==> src/rtl/astropix_emu_pkg.sv <==
// Shared constants, state encodings and the frame header helper for the
// AstroPix row emulator.
package astropix_emu_pkg;

  localparam logic [7:0] IDLE_BYTE_DEF = 8'hBC;
  localparam logic [3:0] HDR_NIBBLE    = 4'hA;

  typedef enum logic [1:0] {IDLE, LOAD, SHIFT} fsm_state_t;

  // What the byte currently in the serialiser is, so its completion can be retired.
  typedef enum logic [1:0] {K_IDLE, K_HDR, K_PAY} byte_kind_t;

  function automatic logic [7:0] hdr(input int frame_bytes);
    logic [3:0] n;
    n = 4'(frame_bytes);
    return {HDR_NIBBLE, n};
  endfunction

endpackage

==> src/rtl/astropix_frame_fifo.sv <==
// Single-clock show-ahead FIFO holding complete hit frames.
module astropix_frame_fifo #(
  parameter int WIDTH = 40,
  parameter int DEPTH = 8
) (
  input  logic                     clk,
  input  logic                     rst,
  input  logic                     push,
  input  logic [WIDTH-1:0]         wdata,
  input  logic                     pop,
  output logic [WIDTH-1:0]         rdata,
  output logic                     full,
  output logic                     empty,
  output logic [$clog2(DEPTH):0]   level
);

  localparam int AW = $clog2(DEPTH);

  logic [WIDTH-1:0] mem [DEPTH];
  logic [AW-1:0]    wr_ptr, rd_ptr;
  logic             push_ok, pop_ok;

  assign push_ok = push && !full;
  assign pop_ok  = pop && !empty;
  assign full    = (level == (AW+1)'(DEPTH));
  assign empty   = (level == '0);
  assign rdata   = mem[rd_ptr];

  // Pointer and occupancy bookkeeping; push+pop together leaves level alone.
  always_ff @(posedge clk) begin
    if (rst) begin
      wr_ptr <= '0;
      rd_ptr <= '0;
      level  <= '0;
    end else begin
      if (push_ok) wr_ptr <= wr_ptr + 1'b1;
      if (pop_ok)  rd_ptr <= rd_ptr + 1'b1;
      case ({push_ok, pop_ok})
        2'b10:   level <= level + 1'b1;
        2'b01:   level <= level - 1'b1;
        default: ;
      endcase
    end
  end

  // Storage array, no reset needed.
  always_ff @(posedge clk) begin
    if (push_ok) mem[wr_ptr] <= wdata;
  end

endmodule

==> src/rtl/astropix_spi_responder.sv <==
// Chip-side SPI responder emulating one AstroPix row: frame FIFO, dual-lane
// MISO serialiser and MOSI byte capture, all oversampled in clk_core.
module astropix_spi_responder
  import astropix_emu_pkg::*;
#(
  parameter int         FRAME_BYTES = 5,
  parameter int         FIFO_DEPTH  = 8,
  parameter logic [7:0] IDLE_BYTE   = IDLE_BYTE_DEF,
  parameter int         SYNC_STAGES = 2
) (
  input  logic                         clk_core,
  input  logic                         rst,
  input  logic                         spi_clk,
  input  logic                         spi_csn,
  input  logic                         spi_mosi,
  output logic [1:0]                   spi_miso,
  output logic                         interruptn,
  input  logic                         hold,
  input  logic [8*FRAME_BYTES-1:0]     hit_data,
  input  logic                         hit_valid,
  output logic                         hit_ready,
  output logic [7:0]                   rx_byte,
  output logic                         rx_valid,
  output logic [$clog2(FIFO_DEPTH):0]  fifo_level,
  output logic [15:0]                  frames_sent
);

  logic [SYNC_STAGES-1:0][2:0]   sync_q;
  logic                          clk_s, csn_s, mosi_s, clk_d, clk_rise, clk_fall;
  fsm_state_t                    state, state_nxt;
  byte_kind_t                    kind, sel_kind;
  logic [3:0]                    idx, c_idx;
  logic                          hdr_pend, c_hdr, fin, done, sel, pop;
  logic [1:0]                    pair;
  logic [7:0]                    shreg, sel_byte, pay_byte;
  logic [FRAME_BYTES-1:0][7:0]   frame_q;
  logic [8*FRAME_BYTES-1:0]      fifo_rdata;
  logic                          fifo_full, fifo_empty, push;
  logic [2:0]                    bit_cnt;
  logic [6:0]                    rx_sh;

  assign hit_ready = !fifo_full && !hold && !rst;
  assign push      = hit_valid && hit_ready;

  astropix_frame_fifo #(.WIDTH(8*FRAME_BYTES), .DEPTH(FIFO_DEPTH)) u_fifo (
    .clk(clk_core), .rst(rst), .push(push), .wdata(hit_data), .pop(pop),
    .rdata(fifo_rdata), .full(fifo_full), .empty(fifo_empty), .level(fifo_level)
  );

  // Synchronise {clk, csn, mosi}; csn resets high so no false select is seen.
  always_ff @(posedge clk_core) begin
    if (rst) begin
      sync_q <= {SYNC_STAGES{3'b010}};
      clk_d  <= 1'b0;
    end else begin
      sync_q[0] <= {spi_clk, spi_csn, spi_mosi};
      for (int i = 1; i < SYNC_STAGES; i++) sync_q[i] <= sync_q[i-1];
      clk_d <= clk_s;
    end
  end

  assign {clk_s, csn_s, mosi_s} = sync_q[SYNC_STAGES-1];
  assign clk_rise = clk_s && !clk_d;
  assign clk_fall = !clk_s && clk_d;

  // FSM state register.
  always_ff @(posedge clk_core) begin
    if (rst) state <= IDLE;
    else     state <= state_nxt;
  end

  // FSM next state: csn high from any state drops the byte in flight.
  always_comb begin
    state_nxt = state;
    case (state)
      IDLE:    if (!csn_s) state_nxt = LOAD;
      LOAD:    state_nxt = csn_s ? IDLE : SHIFT;
      SHIFT:   if (csn_s) state_nxt = IDLE;
      default: state_nxt = IDLE;
    endcase
  end

  // FSM output: lines idle high outside an active transfer.
  always_comb begin
    spi_miso = (state == SHIFT) ? shreg[7:6] : 2'b11;
  end

  assign done = (state == SHIFT) && !csn_s && clk_fall && (pair == 2'd3);
  assign sel  = ((state == LOAD) && !csn_s) || done;

  // Retire the byte just finished, then pick the next byte from the updated position.
  always_comb begin
    c_idx = idx;
    c_hdr = hdr_pend;
    fin   = 1'b0;
    if (done) begin
      if (kind == K_HDR) c_hdr = 1'b0;
      else if (kind == K_PAY) begin
        if (idx == 4'(FRAME_BYTES)) begin
          c_idx = '0;
          fin   = 1'b1;
        end else c_idx = idx + 4'd1;
      end
    end
    pay_byte = '0;
    for (int i = 0; i < FRAME_BYTES; i++)
      if (c_idx == 4'(i + 1)) pay_byte = frame_q[FRAME_BYTES-1-i];
    pop = 1'b0;
    if (c_idx != '0) begin
      sel_kind = c_hdr ? K_HDR : K_PAY;
      sel_byte = c_hdr ? hdr(FRAME_BYTES) : pay_byte;
    end else if (!fifo_empty) begin
      pop      = sel;
      sel_kind = K_HDR;
      sel_byte = hdr(FRAME_BYTES);
    end else begin
      sel_kind = K_IDLE;
      sel_byte = IDLE_BYTE;
    end
  end

  // Serialiser datapath; idx only moves when a byte fully completes, so an
  // aborted byte (including a header of an already-popped frame) is resent.
  always_ff @(posedge clk_core) begin
    if (rst) begin
      idx         <= '0;
      hdr_pend    <= 1'b0;
      kind        <= K_IDLE;
      pair        <= '0;
      shreg       <= '1;
      frame_q     <= '0;
      frames_sent <= '0;
    end else begin
      if (sel) begin
        kind     <= sel_kind;
        shreg    <= sel_byte;
        pair     <= '0;
        idx      <= pop ? 4'd1 : c_idx;
        hdr_pend <= pop ? 1'b1 : c_hdr;
      end else if ((state == SHIFT) && !csn_s && clk_fall) begin
        shreg <= {shreg[5:0], 2'b00};
        pair  <= pair + 2'd1;
      end
      if (pop) frame_q <= fifo_rdata;
      if (fin) frames_sent <= frames_sent + 16'd1;
    end
  end

  // MOSI capture, MSB first on rising edges; deselect discards a partial byte.
  always_ff @(posedge clk_core) begin
    if (rst) begin
      bit_cnt  <= '0;
      rx_sh    <= '0;
      rx_byte  <= '0;
      rx_valid <= 1'b0;
    end else begin
      rx_valid <= 1'b0;
      if (csn_s) bit_cnt <= '0;
      else if (clk_rise) begin
        rx_sh   <= {rx_sh[5:0], mosi_s};
        bit_cnt <= bit_cnt + 3'd1;
        if (bit_cnt == 3'd7) begin
          rx_byte  <= {rx_sh, mosi_s};
          rx_valid <= 1'b1;
        end
      end
    end
  end

  // Pending-data interrupt, registered.
  always_ff @(posedge clk_core) begin
    if (rst) interruptn <= 1'b1;
    else     interruptn <= !((fifo_level != '0) || (idx != '0));
  end

endmodule

==> config.mk <==
export PLATFORM = sky130hd
export DESIGN_NAME = astropix_spi_responder
export DESIGN_NICKNAME = d
export VERILOG_FILES = /design/src/rtl/astropix_emu_pkg.sv /design/src/rtl/astropix_frame_fifo.sv /design/src/rtl/astropix_spi_responder.sv
export SDC_FILE = /design/constraint.sdc
export NUM_CORES = 1
export LEC_CHECK = 0
export BUFFER_PORTS_ARGS = -buffer_cell sky130_fd_sc_hd__buf_2
export CAP_MARGIN = 10
export CORE_MARGIN = 2
export CORE_UTILIZATION = 65
export CTS_CLUSTER_DIAMETER = 60
export DETAILED_ROUTE_END_ITERATION = 7
export GPL_ROUTABILITY_DRIVEN = 0
export PLACE_DENSITY = 0.95
export SLEW_MARGIN = 5
export SYNTH_ARGS = -nofsm -noshare
export SYNTH_HDL_FRONTEND = slang
export SYNTH_SLANG_ARGS = --single-unit
==> constraint.sdc <==
create_clock -name clk_core -period 16.6 [get_ports clk_core]
set_input_delay 2.49 -clock clk_core [delete_from_list [all_inputs] [get_ports clk_core]]
set_output_delay 2.49 -clock clk_core [all_outputs]
set_load 0.02 [all_outputs]
======== Word level (Yosys, flattened, before mapping) ========
Memory sizes are Yosys's and may differ from the RTL's. A register that Yosys moved wholly into a read port is not among the register bits.
Cells that the tools add are included.
word-level totals
  output and inout port bits .............. 33
  bits in registers ....................... 72
  bits of input ports ..................... 47
  memory bits (writable) .................. 320
  memories kept ........................... 1
memories
  name        words  bits a word  rd ports  clocked after Yosys merged registers in  write ports  line                       text
  u_fifo.mem  8      40           1         1                                        1            astropix_frame_fifo.sv:19  logic [WIDTH-1:0] mem [DEPTH];
cells by class
  eq/ne operators ......................... 17
  add/sub/neg operators ................... 8
  multiplexer cells ....................... 36
  reduce and logical (&&, ||, !) cells .... 34
  bitwise logic cells ..................... 2
operators with widths
  cell                                                                   count
  8-bit 2-to-1 mux                                                       9
  4-bit 2-to-1 mux                                                       5
  16-bit by 1-bit adder with 16-bit output, second input constant        1
  1-bit 2-to-1 mux                                                       13
  4-bit by 3-bit equality test with 1-bit output, second input constant  3
  2-bit 2-to-1 mux                                                       6
  4-bit nonzero test                                                     3
  1-bit logical AND                                                      11
  3-bit by 1-bit adder with 3-bit output, second input constant          3
  4-bit by 1-bit adder with 4-bit output, second input constant          2
  2-bit equality test, second input constant                             4
  4-bit by 2-bit equality test with 1-bit output, second input constant  2
  1-bit zero test                                                        8
  4-bit one-hot mux with 2 select lines                                  1
  2-bit by 1-bit equality test with 1-bit output, second input constant  3
  2-bit one-hot mux with 3 select lines                                  1
  5-bit 2-to-1 mux                                                       1
  4-bit by 1-bit equality test with 1-bit output, second input constant  1
  4-bit equality test, second input constant                             1
  4-bit zero test                                                        1
  2-bit != test, second input constant                                   2
  2-bit AND reduction                                                    2
  2-bit nonzero test                                                     2
  2-bit OR reduction                                                     2
  other kinds (8)                                                        10

======== Depth between registers and ports, before layout ========
Gate-level depths: netlist (run 1).
  depth in word-level cells ............... 14
  depth in mapped cells ................... 14
  depth with buffers taken out ............ 12

======== Cells and area by module ========
A second synthesis (run 1) with hierarchy kept.
unflattened totals
  cell total of the unflattened synthesis .. 1,067
  area total of the unflattened synthesis .. 17,618.1 sq um
by module, submodules not included
  module                  cells an instance  times used  area each (sq um)
  astropix_frame_fifo     536                1           12,959.9
  astropix_spi_responder  531                1           4,658.2

======== Worst setup path before layout (run 1) ========
No wires, ideal clock.
  path kind ............................... in2reg
  start ................................... input rst
  end ..................................... memory u_fifo.mem[2][0] (enable)
  cell stages on the path ................. 5
  slack ................................... 8.201 ns
  path buffers ............................ 1
  data arrival time ....................... 7.848 ns
  required time ........................... 16.049 ns
  cell sequence ........................... a211oi_1 > and2_1 > clkbuf_1 > inv_1 > nor4b_1
between the ends
  longest elaborated chain between the ends .. 6
RTL lines
  what                                    line                          text
  start: declaration                      astropix_spi_responder.sv:12  input logic rst,
  1-bit zero test                         astropix_spi_responder.sv:42  assign hit_ready = !fifo_full && !hold && !rst;
  1-bit logical AND                       astropix_spi_responder.sv:42
  1-bit logical AND                       astropix_spi_responder.sv:43  assign push = hit_valid && hit_ready;
  1-bit logical AND                       astropix_frame_fifo.sv:23     assign push_ok = push && !full;
  1-bit 2-to-1 mux                        astropix_frame_fifo.sv:48     if (push_ok) mem[wr_ptr] <= wdata;
  1-bit 2-to-1 mux (not written as such)  astropix_frame_fifo.sv:48
  end: declaration                        astropix_frame_fifo.sv:19
No other way between the ends.

======== Worst setup path after layout (run 1) ========
  start ................................... input rst
  end ..................................... output hit_ready
between the ends
  longest elaborated chain between the ends .. 2
RTL lines
  what               line                          text
  1-bit zero test    astropix_spi_responder.sv:42
  1-bit logical AND  astropix_spi_responder.sv:42
  end: declaration   astropix_spi_responder.sv:21  output logic hit_ready,
No other way between the ends.

==> results.sh, run 1 <==
export IMPL_nFillCells=1412
export IMPL_fin_crit_ns=5.70
export IMPL_required_ns=14.11
export IMPL_drive_gt1_share_pct=23.3
export IMPL_clockPowerShare_pct=43.2
export IMPL_whs_path_depth=1
export IMPL_clk_transition_reported_paths_ns=0.06
export IMPL_start_util_pct=65.8
export IMPL_path_buf_inv=2
export IMPL_core_area_um2=25800
export IMPL_antenna_found_initial=0
export IMPL_wl_per_cell_um=24.7
export IMPL_yosys_warnings=0
export IMPL_power_switching_w=0.000425
export IMPL_utilization_pct=73.6
export IMPL_overflow=0
export IMPL_grtUsageTotal_pct=26.7
export IMPL_syn_num_nets=1089
export IMPL_irDropWorstVdd_uv=98.5
export IMPL_cts_resized_gates=0
export IMPL_drt_iter0_drc=1332
export IMPL_clkSinkCount=432
export IMPL_cts_buffers=42
export IMPL_grt_pass1_wl_mm=56.7
export IMPL_cellLeakagePower_nw=6.41
export IMPL_hold_worst_slack_ns=0.407
export IMPL_cpLargestDelayFamily="buffers and inverters"
export IMPL_dieArea_um2=27500
export IMPL_io_buffers=79
export IMPL_synth_top_flop_cell="edfxtp_1"
export IMPL_setup_viol=0
export IMPL_synth_seq_area_share_pct=69.7
export IMPL_power_frac_comb_pct=1.7
export IMPL_diodes=0
export IMPL_design_portCount=80
export IMPL_syn_inst=1033
export IMPL_cp_start_kind="input pin"
export IMPL_worstSetupPathType="in2out"
export IMPL_crit_path_end_kind="output pin"
export IMPL_grt_max_degree=87
export IMPL_hold_violations=0
export IMPL_rsz0062_at_grt="no"
export IMPL_h_tree_depth=2
export IMPL_vias=9774
export IMPL_cts_tree="yes"
export IMPL_clock_skew_final_ns=0.0283
export IMPL_finalPower_w=0.00212
export IMPL_critical_path_max_fanout=41
export IMPL_max_slew_margin_pct=29.6
export IMPL_r2r_start="state[1]"
export IMPL_worst_path_max_delay_cell="a211oi_1"
export IMPL_rr_endpoint="u_fifo.level[2]"
export IMPL_drt_met1_wl_mm=13.8
export IMPL_route_met3_wl_mm=2.91
export IMPL_p_per_area_nw_per_um2=111
export IMPL_cp_arrival_ns=3.21
export IMPL_synthArstFlopShare_pct=0
export IMPL_via_per_inst=6.62
export IMPL_hold_end="csn_s"
export IMPL_max_clock_freq_ghz=0.176
export IMPL_clk_latency_ns=0.56
export IMPL_syn_area_um2=17000
export IMPL_hold_buffers=0
export IMPL_grt_pass1_vias=9971
export IMPL_clock_path_buffers=3
export IMPL_slowest_delay_ns=0.27
export IMPL_seq_power_share_pct=55.0
export IMPL_tns_ns=0
export IMPL_dp_hpwl_mm=20.2
export IMPL_syn_to_final_growth_pct=11.9
export IMPL_min_from="sync_q[1]"
export IMPL_row_count=59
export IMPL_status="finished clean"
export IMPL_p_sw_share_pct=20.0
export IMPL_hold_class="reg2reg"
export IMPL_cp_cell_sequence="buf_4, a211oi_1, buf_2"
export IMPL_max_cap_violations=0
export IMPL_layout_commonest_cell="edfxtp_1"
export IMPL_tightest_slew_ns=1.04
export IMPL_dr_wl_met2_mm=18.3
export IMPL_ant_nets=0
export IMPL_cts_setup_buffers=0
export IMPL_highest_layer="met4"
export IMPL_p_int_w=0.00170
export IMPL_synth_avg_cell_area_um2=16.5
export IMPL_post_synth_num_cell_types=72
export IMPL_dr_pass1_iters=6
export IMPL_drc=0
export IMPL_die_x_um=166
export IMPL_final_nets=1166
export IMPL_ff2ff_path_depth=10
export IMPL_slew_viol_final=0
export IMPL_fin_crit_sh_pct=34.3
export IMPL_clockRootBuffer="clkbuf_16"
export IMPL_routed_wl_mm=36.4
export IMPL_die_y_um=166
export IMPL_final_cell_mix="320 x edfxtp_1, 110 x dfxtp_1, 84 x nor2_1"
export IMPL_rrSetupSlack_ns=12.61
export IMPL_synth_edff_count=320
export IMPL_synth_seq_cells=432
==> layer usage <==
metal,GRT usage [%],vias up
met5,0,-
met3,5.03,123
li1,-,4229
met1,34.8,4883
met2,44.8,539
met4,11.2,0
==> worst max-delay path by stage <==
stage / startpoint / endpoint / slack (ns) / cells past startpoint
finish: rst / hit_ready / 10.90 / 3
global route: rst / hit_ready / 10.78 / 3
floorplan: rst / u_fifo.mem[2][0] / 8.20 / 5
detailed placement: rst / hit_ready / 10.89 / 3
global placement: rst / hit_ready / 10.88 / 3
CTS: rst / hit_ready / 10.89 / 3
==> cell usage after synthesis, types with 12 or more instances <==
library cell | count | share of area, %
o21ai_0 | 19 | 0.56
dfxtp_1 | 112 | 13
a21oi_1 | 32 | 0.94
nor2_1 | 85 | 1.9
nand2_1 | 39 | 0.86
nor3_1 | 18 | 0.53
clkbuf_1 | 36 | 0.79
xnor2_1 | 12 | 0.62
xor2_1 | 12 | 0.62
buf_2 | 13 | 0.38
mux2i_1 | 55 | 3.2
a211oi_1 | 44 | 1.9
edfxtp_1 | 320 | 57
mux4_2 | 80 | 11
==> stage by stage <==
stage / instance area, µm² / cells / worst slack [ns]
global placement: 17700 / 1401 / 10.88
finish: 19000 / 1477 / 10.90
floorplan: 17000 / 1033 / 8.20
global route: 19000 / 1477 / 10.78
CTS: 19000 / 1477 / 10.89
detailed placement: 17700 / 1401 / 10.89
==> power by group through the flow <==
stage | Sequential (W) | Combinational (W) | Clock, W
2_1_floorplan | 0.00119 | 0.0000157 | 0
3_3_place_gp | 0.00119 | 0.0000327 | 0
3_5_place_dp | 0.00119 | 0.0000352 | 0
4_1_cts | 0.00117 | 0.0000360 | 0.000927
5_1_grt | 0.00117 | 0.0000393 | 0.000969
6_report | 0.00117 | 0.0000362 | 0.000917
==> logic make-up (layout without fill, tap and decap cells) <==
group / count (synthesis) / after routing / share of synthesized area, %
AOI/OAI and AO/OA: 137 / 137 / 5.52
xor gates and xnor gates: 24 / 24 / 1.24
adders and majority gates: 9 / 9 / 0.662
buffers and inverters: 71 / 180 / 2.04
DFF: 432 / 432 / 69.7
muxes: 137 / 137 / 14.0
and+or+nand+nor: 223 / 223 / 6.89
==> final cells by class <==
cell class	count	area, µm²	area share, %
clock inverter	22	206	1.09
inverter	10	37.5	0.197
clock buffer	54	1140	5.99
multi-input combinational	530	4850	25.5
timing repair buffer	94	510	2.68
sequential	432	11900	62.3
tap	335	419	2.20
==> registers in the layout, summed over array words and instances, names as in the netlist, 2 cells and up <==
| name | flops |
|---|---|
| kind | 2 |
| shreg | 8 |
| idx | 4 |
| frame_q | 40 |
| u_fifo.wr_ptr | 3 |
| rx_byte | 8 |
| bit_cnt | 3 |
| u_fifo.level | 4 |
| sync_q | 3 |
| pair | 2 |
| state | 2 |
| u_fifo.mem | 320 |
| frames_sent | 16 |
| u_fifo.rd_ptr | 3 |
| rx_sh | 7 |
No activity file was read; power rests on OpenSTA's default activity.
==> run 2, diff against run 1 <==
--- a/config.mk
+++ b/config.mk
@@ -8,11 +8,11 @@
 export BUFFER_PORTS_ARGS = -buffer_cell sky130_fd_sc_hd__buf_2
 export CAP_MARGIN = 10
 export CORE_MARGIN = 2
-export CORE_UTILIZATION = 65
+export CORE_UTILIZATION = 61
 export CTS_CLUSTER_DIAMETER = 60
 export DETAILED_ROUTE_END_ITERATION = 7
 export GPL_ROUTABILITY_DRIVEN = 0
-export PLACE_DENSITY = 0.95
+export PLACE_DENSITY = 0.9
 export SLEW_MARGIN = 5
 export SYNTH_ARGS = -nofsm -noshare
 export SYNTH_HDL_FRONTEND = slang
==> constraint.sdc (replaced) <==
create_clock -name clk_core -period 5.7 [get_ports clk_core]
set_input_delay 0.855 -clock clk_core [delete_from_list [all_inputs] [get_ports clk_core]]
set_output_delay 0.855 -clock clk_core [all_outputs]
set_load 0.02 [all_outputs]
==> run 2 against run 1 <==
Against the previous run: clock power grew to 2.9 times the previous value; power grew to 2.9 times the previous value; clock-buffer cell count did not move; worst hold slack improved by 0.027 ns; via count decreased by 2.4%; combinational power increased to 2.9 times the previous value; design area up 0.50%; first-iteration DRC count fell by 34%; sequential power rose to 2.9 times the previous value; final cell count grew 3.2%.
==> results.sh, run 2 (synthesized netlist as in run 1, its figures left out) <==
export IMPL_worstSetupPathType="reg2reg"
export IMPL_hold_violations=0
export IMPL_antenna_found_initial=2
export IMPL_rr_endpoint="u_fifo.level[2]"
export IMPL_die_x_um=171
export IMPL_hold_buffers=0
export IMPL_slowest_delay_ns=0.83
export IMPL_core_area_um2=27600
export IMPL_grt_pass1_wl_mm=54.5
export IMPL_critPathLaunch="state[1]"
export IMPL_fin_crit_sh_pct=70.7
export IMPL_whs_path_depth=1
export IMPL_slew_viol_final=0
export IMPL_design_portCount=80
export IMPL_io_buffers=79
export IMPL_dp_hpwl_mm=19.9
export IMPL_max_slew_margin_pct=24.4
export IMPL_hold_class="reg2reg"
export IMPL_ff2ff_path_depth=11
export IMPL_min_from="sync_q[1]"
export IMPL_layout_commonest_cell="edfxtp_1"
export IMPL_row_count=61
export IMPL_vias=9542
export IMPL_crit_path_end_kind="flop"
export IMPL_die_y_um=171
export IMPL_regMostFlops="u_fifo.mem"
export IMPL_final_cell_mix="320 x edfxtp_1, 110 x dfxtp_1, 84 x nor2_1"
export IMPL_reg_top3="u_fifo.mem: 320 flops, frame_q: 40 flops, frames_sent: 16 flops"
export IMPL_ant_nets=0
export IMPL_dp_slack_ns=1.80
export IMPL_r2r_start="state[1]"
export IMPL_grt_max_degree=73
export IMPL_max_cap_violations=0
export IMPL_cts_setup_buffers=0
export IMPL_overflow=0
export IMPL_fin_ws_ns=1.67
export IMPL_cp_arrival_ns=4.50
export IMPL_grtUsageTotal_pct=24.8
export IMPL_required_ns=6.17
export IMPL_worst_path_max_delay_cell="nor4bb_1"
export IMPL_largest_register_ff_count=320
export IMPL_dieArea_um2=29200
export IMPL_clockRootBuffer="clkbuf_16"
export IMPL_start_util_pct=61.5
export IMPL_cellLeakagePower_nw=6.40
export IMPL_drive_gt1_share_pct=23.0
export IMPL_h_tree_depth=2
export IMPL_wl_per_cell_um=23.1
export IMPL_rrSetupSlack_ns=1.67
export IMPL_setup_viol=0
export IMPL_syn_to_final_growth_pct=12.4
export IMPL_clk_latency_ns=0.55
export IMPL_p_per_area_nw_per_um2=322
export IMPL_via_per_inst=6.26
export IMPL_clkSinkCount=432
export IMPL_fin_crit_ns=4.03
export IMPL_clock_skew_final_ns=0.0186
export IMPL_tightest_slew_ns=1.13
export IMPL_cp_start_kind="flop"
export IMPL_final_nets=1168
export IMPL_cpLargestDelayFamily="simple AND/OR/NAND/NOR gates"
export IMPL_path_buf_inv=2
export IMPL_cts_resized_gates=0
export IMPL_drc=0
export IMPL_cp_cell_sequence="nor4bb_1, a21o_1, nand2_1, nor4_4, buf_4, buf_4, ha_1, a21oi_1, xor2_1, or3_1, a21oi_1"
export IMPL_cts_tree="yes"
export IMPL_hold_end="csn_s"
export IMPL_routed_wl_mm=35.3
export IMPL_clock_path_buffers=3
export IMPL_clk_transition_reported_paths_ns=0.06
export IMPL_dr_pass1_iters=6
export IMPL_irDropWorstVdd_uv=283
export IMPL_max_clock_freq_ghz=0.248
export IMPL_grt_pass1_vias=9628
export IMPL_tns_ns=0
export IMPL_drt_iter0_drc=874
export IMPL_critical_path_max_fanout=63
export IMPL_cts_buffers=43
export IMPL_status="finished clean"
export IMPL_rsz0062_at_grt="no"
==> run 2: worst reg2reg max path, stage by stage, from the launching register on <==
cell and delay (ns):
dfxtp_1 0.42, nor4bb_1 0.83, a21o_1 0.32, nand2_1 0.15
nor4_4 0.30, buf_4 0.32, buf_4 0.58, ha_1 0.33
a21oi_1 0.10, xor2_1 0.16, or3_1 0.30, a21oi_1 0.14
==> run 2: stage by stage <==
step	hold slack [ns]	utilization [%]	instance area, µm²	total power [W]	cells
final	0.434	69.2	19100	0.00616	1525
after global routing	0.442	69.2	19100	0.00635	1524
after CTS	0.431	69.2	19100	0.00621	1524
after detailed placement	0.398	64.4	17800	0.00357	1445
after global placement	0.415	64.4	17800	0.00356	1445
after floorplan	0.389	-	17000	0.00351	1033
==> run 2: cell type report <==
class	instances	area, µm²
Sequential cell	432	11900
Fill cell	1730	8510
Multi-Input combinational cell	530	4870
Clock buffer	54	1120
Timing Repair Buffer	95	543
Tap cell	378	473
Clock inverter	25	216
Inverter	10	37.5
Antenna cell	1	2.50
==> run 2: worst max-delay path by stage <==
stage                        to  slack (ns)  cells after the start
4_1_cts         u_fifo.level[2]        1.78                     11
3_3_place_gp    u_fifo.level[2]        1.92                     11
6_report        u_fifo.level[2]        1.67                     11
5_1_grt         u_fifo.level[2]        1.36                     11
2_1_floorplan  u_fifo.mem[3][0]        0.21                      5
3_5_place_dp    u_fifo.level[2]        1.80                     11
==> run 2: layer usage <==
metal	global-route usage [%]	vias up	routed length [µm]
met4	10.6	2	1460
met2	40.9	450	17300
met1	32.7	4748	13900
met3	4.60	120	2630
li1	-	4222	-
met5	0	-	7
==> run 2: power breakdown <==
group          switching, W  internal, W  total (W)
registers         0.0000106      0.00339    0.00340
logic             0.0000715    0.0000339   0.000105
clock network       0.00116      0.00150    0.00266
